--- src/rtl/pipe_reg_chain_pkg.sv ---
// pipe_pkg: shared constants for the register pipeline.
//   PIPE_LOCKSTEP / PIPE_ELASTIC : values for the MODE parameter of pipe_reg_chain
//   count_width()                : bits needed to hold an occupancy of 0..depth
package pipe_pkg;

    localparam int PIPE_LOCKSTEP = 0;
    localparam int PIPE_ELASTIC  = 1;

    function automatic int count_width(input int depth);
        return $clog2(depth + 1);
    endfunction

endpackage

--- src/rtl/pipe_reg_chain_stage.sv ---
// pipe_stage: one pipeline stage, a WIDTH-bit data register plus its valid bit.
// Ports:
//   clk, rst   : clock, synchronous active-high reset (clears valid; clears data
//                too when RESET_DATA != 0)
//   clr        : synchronous clear of the valid bit only (data kept)
//   load       : capture valid_in/data_in this cycle
//   valid_in   : valid bit of the source (previous stage or chain input)
//   data_in    : data of the source
//   valid      : registered valid bit
//   data       : registered data word
module pipe_stage #(
    parameter int WIDTH      = 8,
    parameter int RESET_DATA = 1
) (
    input  logic             clk,
    input  logic             rst,
    input  logic             clr,
    input  logic             load,
    input  logic             valid_in,
    input  logic [WIDTH-1:0] data_in,
    output logic             valid,
    output logic [WIDTH-1:0] data
);

    always_ff @(posedge clk) begin
        if (rst) begin
            valid <= 1'b0;
        end else if (clr) begin
            valid <= 1'b0;
        end else if (load) begin
            valid <= valid_in;
        end
    end

    // The data register only changes on a load; a clear leaves it alone so a
    // flush costs no data-path toggling.
    always_ff @(posedge clk) begin
        if (rst && (RESET_DATA != 0)) begin
            data <= '0;
        end else if (load) begin
            data <= data_in;
        end
    end

endmodule

--- src/rtl/pipe_reg_chain.sv ---
// pipe_reg_chain: DEPTH-stage, WIDTH-bit register pipeline with per-stage valid
// bits, valid/ready flow control, synchronous flush and an occupancy count.
//   MODE = PIPE_LOCKSTEP : all stages shift together whenever the last stage can
//                          move; bubbles are kept, latency is fixed.
//   MODE = PIPE_ELASTIC  : each stage moves when it or anything downstream of it
//                          has room; bubbles collapse under stall.
// Ports:
//   clk, rst             : clock, synchronous active-high reset
//   flush                : clear all valid bits and the count (data kept)
//   in_valid/in_data     : upstream word
//   in_ready             : chain accepts the upstream word this cycle
//   out_valid/out_data   : word held in the last stage
//   out_ready            : downstream accepts the output word this cycle
//   count                : number of valid stages
//
// Handshake: a word moves across an interface on a rising edge where valid and
// ready are both 1. valid does not depend on ready; ready is a combinational
// function of out_ready and the stage valid bits (no skid buffer), so out_ready
// reaches in_ready in the same cycle.
module pipe_reg_chain
    import pipe_pkg::*;
#(
    parameter int WIDTH      = 8,
    parameter int DEPTH      = 4,
    parameter int MODE       = PIPE_ELASTIC,
    parameter int RESET_DATA = 1
) (
    input  logic                          clk,
    input  logic                          rst,
    input  logic                          flush,
    input  logic                          in_valid,
    input  logic [WIDTH-1:0]              in_data,
    output logic                          in_ready,
    output logic                          out_valid,
    output logic [WIDTH-1:0]              out_data,
    input  logic                          out_ready,
    output logic [count_width(DEPTH)-1:0] count
);

    localparam int CW = count_width(DEPTH);
    localparam logic [CW-1:0] ONE = CW'(1);

    if (DEPTH < 1) begin : g_bad_depth
        $error("pipe_reg_chain: DEPTH must be at least 1");
    end
    if (WIDTH < 1) begin : g_bad_width
        $error("pipe_reg_chain: WIDTH must be at least 1");
    end
    if ((MODE != PIPE_LOCKSTEP) && (MODE != PIPE_ELASTIC)) begin : g_bad_mode
        $error("pipe_reg_chain: MODE must be PIPE_LOCKSTEP or PIPE_ELASTIC");
    end

    logic [DEPTH-1:0] v;
    logic [DEPTH-1:0] rdy;
    logic [DEPTH-1:0] load;
    logic [WIDTH-1:0] d [DEPTH];
    logic             in_fire;
    logic             out_fire;

    if (MODE == PIPE_LOCKSTEP) begin : g_lockstep
        logic adv;
        assign adv = !v[DEPTH-1] || out_ready;
        assign rdy = {DEPTH{adv}};
    end else begin : g_elastic
        // rdy[i] = !v[i] | rdy[i+1] unrolled: stage i can move when out_ready
        // is high or any stage from i to the output is empty. Written this way
        // so no bit of rdy is computed from another bit of rdy.
        always_comb begin
            rdy = '0;
            for (int i = 0; i < DEPTH; i++) begin
                logic acc;
                acc = out_ready;
                for (int j = i; j < DEPTH; j++) begin
                    acc = acc || !v[j];
                end
                rdy[i] = acc;
            end
        end
    end

    // Nothing loads during reset or flush; that is what keeps the input word
    // of a flush cycle out of the chain.
    assign load     = rdy & {DEPTH{!(rst || flush)}};
    assign in_ready = load[0];
    assign in_fire  = in_valid && in_ready;

    assign out_valid = v[DEPTH-1];
    assign out_data  = d[DEPTH-1];
    assign out_fire  = out_valid && out_ready;

    for (genvar i = 0; i < DEPTH; i++) begin : g_stage
        logic             src_v;
        logic [WIDTH-1:0] src_d;

        if (i == 0) begin : g_head
            assign src_v = in_valid;
            assign src_d = in_data;
        end else begin : g_body
            assign src_v = v[i-1];
            assign src_d = d[i-1];
        end

        pipe_stage #(
            .WIDTH      (WIDTH),
            .RESET_DATA (RESET_DATA)
        ) u_stage (
            .clk      (clk),
            .rst      (rst),
            .clr      (flush),
            .load     (load[i]),
            .valid_in (src_v),
            .data_in  (src_d),
            .valid    (v[i]),
            .data     (d[i])
        );
    end

    // in_fire and out_fire together leave the count unchanged. A word leaving
    // on a flush cycle is still delivered; the count is cleared regardless.
    always_ff @(posedge clk) begin
        if (rst || flush) begin
            count <= '0;
        end else if (in_fire && !out_fire) begin
            count <= count + ONE;
        end else if (!in_fire && out_fire) begin
            count <= count - ONE;
        end
    end

endmodule

--- config.mk ---
export PLATFORM = sky130hd
export DESIGN_NAME = pipe_reg_chain
export DESIGN_NICKNAME = d
export VERILOG_FILES = /design/src/rtl/pipe_reg_chain_pkg.sv /design/src/rtl/pipe_reg_chain_stage.sv /design/src/rtl/pipe_reg_chain.sv
export SDC_FILE = /design/constraint.sdc
export NUM_CORES = 1
export LEC_CHECK = 0
export BUFFER_PORTS_ARGS = -buffer_cell sky130_fd_sc_hd__buf_2
export CORE_MARGIN = 3
export CORE_UTILIZATION = 55
export DETAILED_ROUTE_END_ITERATION = 8
export PLACE_DENSITY_LB_ADDON = 0.1
export SLEW_MARGIN = 5
export SYNTH_ARGS = -nofsm -noshare
export SYNTH_HDL_FRONTEND = slang
export SYNTH_SLANG_ARGS = --single-unit
--- constraint.sdc ---
create_clock -name clk -period 6.7 [get_ports clk]
set_input_delay 1.005 -clock clk [delete_from_list [all_inputs] [get_ports clk]]
set_output_delay 1.005 -clock clk [all_outputs]
set_load 0.03 [all_outputs]
Word-level counts from Yosys, hierarchy flattened:

Cells that the tools add are included.

* register bits after elaboration: 39
* input port bits: 13
* output and inout port bits: 13
* logic and storage cells: 38

* add/sub/neg operators: 2
* muxes and demuxes: 2
* bitwise logic cells: 1
* reductions and logical operators: 24

Operators by type and width (count)
* logical OR 1 bit: 11
* zero test 1 bit: 7
* 2-to-1 mux 3 bit: 2
* AND 4 bit: 1
* logical AND 1 bit: 4
* adder 3 x 1 -> 3 bit, second input constant: 1
* subtractor 3 x 1 -> 3 bit, second input constant: 1
* nonzero test 2 bit: 1
* OR reduction 2 bit: 1

Logic depth before layout (Yosys ltp):

* depth in word-level cells: 11
* depth in mapped cells: 11
* mapped depth without buffers: 9

Cells and area by module:

Synthesis repeated with hierarchy kept, for this count alone.

* cells, all modules: 140
* area, all modules: 1507.7 um2

By module, submodules not included
* pipe_stage: times used 4, cells each 29, area an instance 325.3 um2, seq. area each 180.2 um2
* pipe_reg_chain: times used 1, cells each 24, area an instance 206.4 um2, seq. area each 60.1 um2

Worst setup path before layout:

OpenSTA, ideal clock, no wires.

* kind: input -> register
* start point: input port flush
* end point: register count[2]
* library setup time: 0.070 ns
* arrival time: 3.354 ns
* data required time: 6.630 ns
* path slack: 3.276 ns
* stages: 11
* buffers on the path: 2
* cell sequence: buf_6 or2_1 buf_6 a21oi_1 and2_1 ha_1 inv_1 fa_1 xor2_1 or3_1 a21oi_1

* cells in the longest elaborated chain, start to end: 7
* elaborated cells on any way between the ends: 9
* classes of those cells: mux: 1; bitwise: 1; reduce/logical: 7

RTL lines
* from (decl): line pipe_reg_chain.sv:30 `input logic flush,`
* logical OR 1 bit (*): line pipe_reg_chain.sv:83 `assign load = rdy & {DEPTH{!(rst || flush)}};`
* zero test 1 bit (*): line pipe_reg_chain.sv:83
* AND 4 bit (*): line pipe_reg_chain.sv:83
* named net in_ready: line pipe_reg_chain.sv:33 `output logic in_ready,`
* logical AND 1 bit (*): line pipe_reg_chain.sv:85 `assign in_fire = in_valid && in_ready;`
* zero test 1 bit: line pipe_reg_chain.sv:125 `end else if (!in_fire && out_fire) begin`
* logical AND 1 bit: line pipe_reg_chain.sv:125
* nonzero test 2 bit (no line)
* to (signal assigned): line pipe_reg_chain.sv:124 `count <= count + ONE;`
* to (signal assigned): line pipe_reg_chain.sv:126 `count <= count - ONE;`
* to (decl): line pipe_reg_chain.sv:37 `output logic [count_width(DEPTH)-1:0] count`

Mark *: on every way through the listed nets, which the timed path passes. The rest lies on a longest branch.
A chain may end at the register's enable or synchronous reset.

Final worst setup path:

* start point: input port out_ready
* end point: output port in_ready

* cells in the longest elaborated chain, start to end: 5

RTL lines
* from (decl): line pipe_reg_chain.sv:36 `input logic out_ready,`
* logical OR 1 bit (4 in series): line pipe_reg_chain.sv:74 `acc = acc || !v[j];`
* AND 4 bit: line pipe_reg_chain.sv:83
* to (decl): line pipe_reg_chain.sv:33

No other way between the ends.

==> flow_summary.html <==
<table>
<tr><th>Metric</th><th>Value</th></tr>
<tr><th colspan="2">Global routing</th></tr>
<tr><td>Number of antenna violations at the first check in global routing</td><td>0</td></tr>
<tr><td>First-pass GRT wire length</td><td>roughly 5 mm</td></tr>
<tr><td>Total congestion overflow</td><td>0</td></tr>
<tr><td>Number of global-route vias before repair</td><td>roughly 1200</td></tr>
<tr><td>Maximum number of pins on one net before global-route repair</td><td>35</td></tr>
<tr><td>Overall fraction of global-route tracks in use</td><td>0.160</td></tr>
<tr><th colspan="2">Final layout</th></tr>
<tr><td>Fraction of final layout cells with drive strength greater than 1</td><td>0.302</td></tr>
<tr><td>Most used cells in the layout excluding fill and tap cells</td><td>sky130_fd_sc_hd__dfxtp_1, sky130_fd_sc_hd__buf_2, sky130_fd_sc_hd__nor2b_1, sky130_fd_sc_hd__mux2_2</td></tr>
<tr><td>Total inserted antenna cells</td><td>0</td></tr>
<tr><td>Count of fill cells added during filler insertion</td><td>241</td></tr>
<tr><td>Sequential cell area</td><td>781 sq um</td></tr>
<tr><td>Post-layout instance count excluding filler cells</td><td>231</td></tr>
<tr><td>Most common cell after layout, fill and taps aside</td><td>sky130_fd_sc_hd__dfxtp_1</td></tr>
<tr><td>Area Growth Syn to Fin</td><td>8.19%</td></tr>
<tr><td>Multi-input gate area in the final layout</td><td>around 900 sq um</td></tr>
<tr><td>Final Net Count</td><td>around 200</td></tr>
<tr><th colspan="2">Power and ir drop</th></tr>
<tr><td>Internal cell power</td><td>about 300 uW</td></tr>
<tr><td>Leakage Power</td><td>between 0.8 and 0.9 nW</td></tr>
<tr><td>PD cells</td><td>approximately 210 mW/mm^2</td></tr>
<tr><td>Seq pwr share</td><td>0.620</td></tr>
<tr><td>Sw frac</td><td>0.248</td></tr>
<tr><td>Net switching power</td><td>a little over 100 uW</td></tr>
<tr><td>Clock Power Share</td><td>0.271</td></tr>
<tr><td>Peak ir drop on the vdd network</td><td>around 0.12 mV</td></tr>
<tr><td>Share of total power in combinational logic</td><td>0.108</td></tr>
<tr><th colspan="2">Worst hold path</th></tr>
<tr><td>Worst Hold Depth</td><td>2</td></tr>
<tr><td>Class of the worst hold path</td><td>reg2reg</td></tr>
<tr><td>Launch point of the worst hold path</td><td>g_stage[1].u_stage.valid</td></tr>
<tr><td>WHS Endpoint</td><td>g_stage[2].u_stage.valid</td></tr>
<tr><th colspan="2">Die</th></tr>
<tr><td>Site Rows</td><td>19</td></tr>
<tr><td>Die height</td><td>62.8 microns</td></tr>
<tr><td>Initial core utilization</td><td>0.611</td></tr>
<tr><td>Die area</td><td>between 0.003 and 0.004 sq mm</td></tr>
<tr><td>Floorplan Core Area</td><td>slightly below 0.003 sq mm</td></tr>
<tr><td>I/O Pins</td><td>26</td></tr>
<tr><td>Chip width</td><td>about 63 microns</td></tr>
<tr><th colspan="2">CTS</th></tr>
<tr><td>Insertion delay of the later-clocked pin in the worst-skew pair</td><td>0.33 ns</td></tr>
<tr><td>Post-CTS setup buffer count</td><td>0</td></tr>
<tr><td>Clock tree from TritonCTS</td><td>built</td></tr>
<tr><td>CTS Sinks</td><td>39</td></tr>
<tr><td>Clock transition at path regs</td><td>approximately 0.10 ns</td></tr>
<tr><td>Cts bufs inserted</td><td>5</td></tr>
<tr><td>Number of H-tree levels</td><td>2</td></tr>
<tr><td>Post-cts resize count</td><td>0</td></tr>
<tr><td>Number of buffers inserted by hold repair at cts</td><td>0</td></tr>
<tr><td>Root buf cell</td><td>sky130_fd_sc_hd__clkbuf_4</td></tr>
<tr><td>Clock buffer depth</td><td>2</td></tr>
<tr><th colspan="2">Critical path</th></tr>
<tr><td>Kind of capture point of the worst setup path</td><td>primary output</td></tr>
<tr><td>Critical path data required time</td><td>between 5 and 6 ns</td></tr>
<tr><td>Setup slack of the worst register-to-register path</td><td>roughly 4.1 ns</td></tr>
<tr><td>Setup Crit Path Kind</td><td>in2out</td></tr>
<tr><td>Critical path arrival</td><td>between 2 and 2.5 ns</td></tr>
<tr><td>Startpoint types</td><td>primary input</td></tr>
<tr><td>Crit Reg-Reg Endpoint</td><td>count[2]</td></tr>
<tr><td>Worst-path fanout max</td><td>20</td></tr>
<tr><td>Startpoint of the worst register-to-register path</td><td>g_stage[3].u_stage.valid</td></tr>
<tr><td>R2R depth</td><td>9</td></tr>
<tr><th colspan="2">Route</th></tr>
<tr><td>Wire length per cell after detailed routing</td><td>12.6 microns</td></tr>
<tr><td>TritonRoute pass-1 iters</td><td>4</td></tr>
<tr><td>First DRT Iteration DRCs</td><td>65</td></tr>
<tr><td>Detailed Route WL</td><td>approximately 2.9 mm</td></tr>
<tr><td>Number of antenna-violating nets in the routed design</td><td>0</td></tr>
<tr><td>Number of vias in the routed layout</td><td>approximately 1300</td></tr>
<tr><td>Number of DRC violations after detailed routing</td><td>0</td></tr>
<tr><td>Detail-routed via count per cell</td><td>5.47</td></tr>
<tr><th colspan="2">Placed design</th></tr>
<tr><td>Count of input and output buffers</td><td>25</td></tr>
<tr><td>Final HPWL from detailed placement</td><td>about 2 mm</td></tr>
<tr><td>Final weighted congestion of routability-driven global placement</td><td>around 0.71</td></tr>
<tr><td>Post-placement cell count</td><td>~220</td></tr>
<tr><th colspan="2">Synthesis</th></tr>
<tr><td>Sequential share of the synthesized area</td><td>0.440</td></tr>
<tr><td>Complex-gate fraction of the synthesized area</td><td>0.0946</td></tr>
<tr><td>Number of storage elements in the synthesis netlist</td><td>39</td></tr>
<tr><td>Xor-xnor portion of the synthesized cell area</td><td>0.00988</td></tr>
<tr><td>Area contributors post-synth</td><td>sky130_fd_sc_hd__dfxtp_1, sky130_fd_sc_hd__mux2_2, sky130_fd_sc_hd__nor2b_1, sky130_fd_sc_hd__mux2_4, sky130_fd_sc_hd__nor4b_1</td></tr>
<tr><td>Number of warning messages in the yosys log</td><td>0</td></tr>
<tr><td>Yosys top cell area share</td><td>0.440</td></tr>
<tr><td>Syn Nets</td><td>approximately 190</td></tr>
<tr><td>Mux share of post-synthesis cell area</td><td>0.175</td></tr>
<tr><td>Cell Area, Synth</td><td>between 0.0015 and 0.002 sq mm</td></tr>
<tr><td>Average footprint of a synthesized cell</td><td>between 10 and 15 sq um</td></tr>
<tr><td>Combinational family with the most area after synthesis</td><td>simple AND/OR/NAND/NOR gates</td></tr>
<tr><td>Adder-Cell Fraction of Synth Area</td><td>0.0183</td></tr>
<tr><td>Synth Area in Simple Gates</td><td>0.209</td></tr>
<tr><td>Most area-hungry cell type in the Yosys netlist</td><td>sky130_fd_sc_hd__dfxtp_1</td></tr>
<tr><td>Yosys cell types</td><td>28</td></tr>
<tr><td>Synthesized instance count</td><td>between 150 and 200</td></tr>
<tr><th colspan="2">Timing</th></tr>
<tr><td>Max-slew headroom at the worst pin</td><td>0.527</td></tr>
<tr><td>Highest Clock Rate</td><td>309 MHz</td></tr>
<tr><td>Slew at the pin with the worst max-slew slack</td><td>slightly above 0.7 ns</td></tr>
<tr><td>Period utilization</td><td>0.484</td></tr>
<tr><td>Number of endpoints failing setup at the final stage</td><td>0</td></tr>
<tr><td>Unrepaired setup endpoints after global routing</td><td>false</td></tr>
<tr><td>Number of max-slew violations in the final report</td><td>0</td></tr>
<tr><td>Clock period minus worst slack</td><td>3.24 ns</td></tr>
<tr><td>TNS Setup</td><td>0 ns</td></tr>
<tr><td>Clock tree skew after final layout</td><td>roughly 0.011 ns</td></tr>
<tr><td>Number of failing hold endpoints at the final stage</td><td>0</td></tr>
<tr><th colspan="2">Job</th></tr>
<tr><td>Max-cap check violation count</td><td>0</td></tr>
<tr><th colspan="2">Run status</th></tr>
<tr><td>Result of the run</td><td>finished clean</td></tr>
</table>
## sequential cells by signal, indices dropped and copies added (netlist names)
signal                 cells
count                      3
g_stage.u_stage.valid      4
g_stage.u_stage.data      32
## power by group through the flow
| stage | clock, mW | sequential [mW] | combinational, mW |
|---|---|---|---|
| floorplan | 0 | 0.257 | 0.0343 |
| detailed placement | 0 | 0.257 | 0.0436 |
| global route | 0.126 | 0.254 | 0.0485 |
| finish | 0.110 | 0.252 | 0.0439 |
| global placement | 0 | 0.257 | 0.0418 |
| CTS | 0.114 | 0.252 | 0.0440 |
## critical path, stage by stage
cell                      delay (ns)
sky130_fd_sc_hd__buf_2          0.11
sky130_fd_sc_hd__and4b_1        0.71
sky130_fd_sc_hd__a21oi_1        0.19
sky130_fd_sc_hd__buf_2          0.22
## final cells by class
class	instances	share of cell area
Clock buffer	7	0.0235
Clock inverter	1	0.00261
Inverter	3	0.00587
Multi-Input combinational cell	114	0.468
Sequential cell	39	0.407
Tap cell	42	0.0274
Timing Repair Buffer	25	0.0652
## worst max-delay path by stage
stage | cells after the start | startpoint | slack (ns) | to
2_1_floorplan | 11 | flush | 3.28 | count[2]
5_1_grt | 4 | rst | 3.36 | in_ready
4_1_cts | 4 | rst | 3.48 | in_ready
6_report | 4 | out_ready | 3.46 | in_ready
3_5_place_dp | 10 | rst | 3.26 | count[2]
3_3_place_gp | 10 | rst | 3.39 | count[2]
## cell families after synthesis
logic type | after synthesis
and+or+nand+nor | 61
adders and majority gates | 2
buffers and inverters | 18
DFF | 39
xor gates and xnor gates | 2
muxes | 25
AOI/OAI and AO/OA | 24
## stage by stage
stage / cell area [sq um] / setup slack [ns] / total power [mW] / util / hold slack, ns
5_1_grt: 1920 / 3.36 / 0.428 / 0.661 / 0.501
6_report: 1920 / 3.46 / 0.406 / 0.661 / 0.474
4_1_cts: 1920 / 3.48 / 0.410 / 0.661 / 0.482
2_1_floorplan: 1770 / 3.28 / 0.291 / - / 0.430
3_3_place_gp: 1870 / 3.39 / 0.298 / 0.644 / 0.447
3_5_place_dp: 1870 / 3.26 / 0.301 / 0.644 / 0.457
## per-layer routing
layer  wire [microns]  GRT usage
met1             1450      0.206
met4               12     0.0854
met2             1270      0.240
met3              176     0.0486
met5                0          0
## Yosys cell counts
library cell / instances
sky130_fd_sc_hd__and2_1: 1
sky130_fd_sc_hd__nor2_1: 7
sky130_fd_sc_hd__ha_1: 1
sky130_fd_sc_hd__or2_1: 1
sky130_fd_sc_hd__xor2_1: 2
sky130_fd_sc_hd__nor2_4: 1
sky130_fd_sc_hd__dfxtp_1: 39
sky130_fd_sc_hd__mux2_4: 8
sky130_fd_sc_hd__or3_1: 1
sky130_fd_sc_hd__mux2_2: 16
sky130_fd_sc_hd__buf_2: 3
sky130_fd_sc_hd__mux2i_1: 1
sky130_fd_sc_hd__nand4_1: 8
sky130_fd_sc_hd__inv_1: 3
sky130_fd_sc_hd__buf_6: 3
sky130_fd_sc_hd__o21ai_0: 1
sky130_fd_sc_hd__o311ai_0: 8
sky130_fd_sc_hd__a21o_1: 1
sky130_fd_sc_hd__buf_1: 2
sky130_fd_sc_hd__clkbuf_1: 7
sky130_fd_sc_hd__a21oi_1: 4
sky130_fd_sc_hd__a31o_2: 1
sky130_fd_sc_hd__nand2_1: 9
sky130_fd_sc_hd__nor4b_1: 8
sky130_fd_sc_hd__and4b_1: 1
sky130_fd_sc_hd__nor2b_1: 24
sky130_fd_sc_hd__a31oi_1: 9
sky130_fd_sc_hd__fa_1: 1
Power figures use the tool's default switching activity.
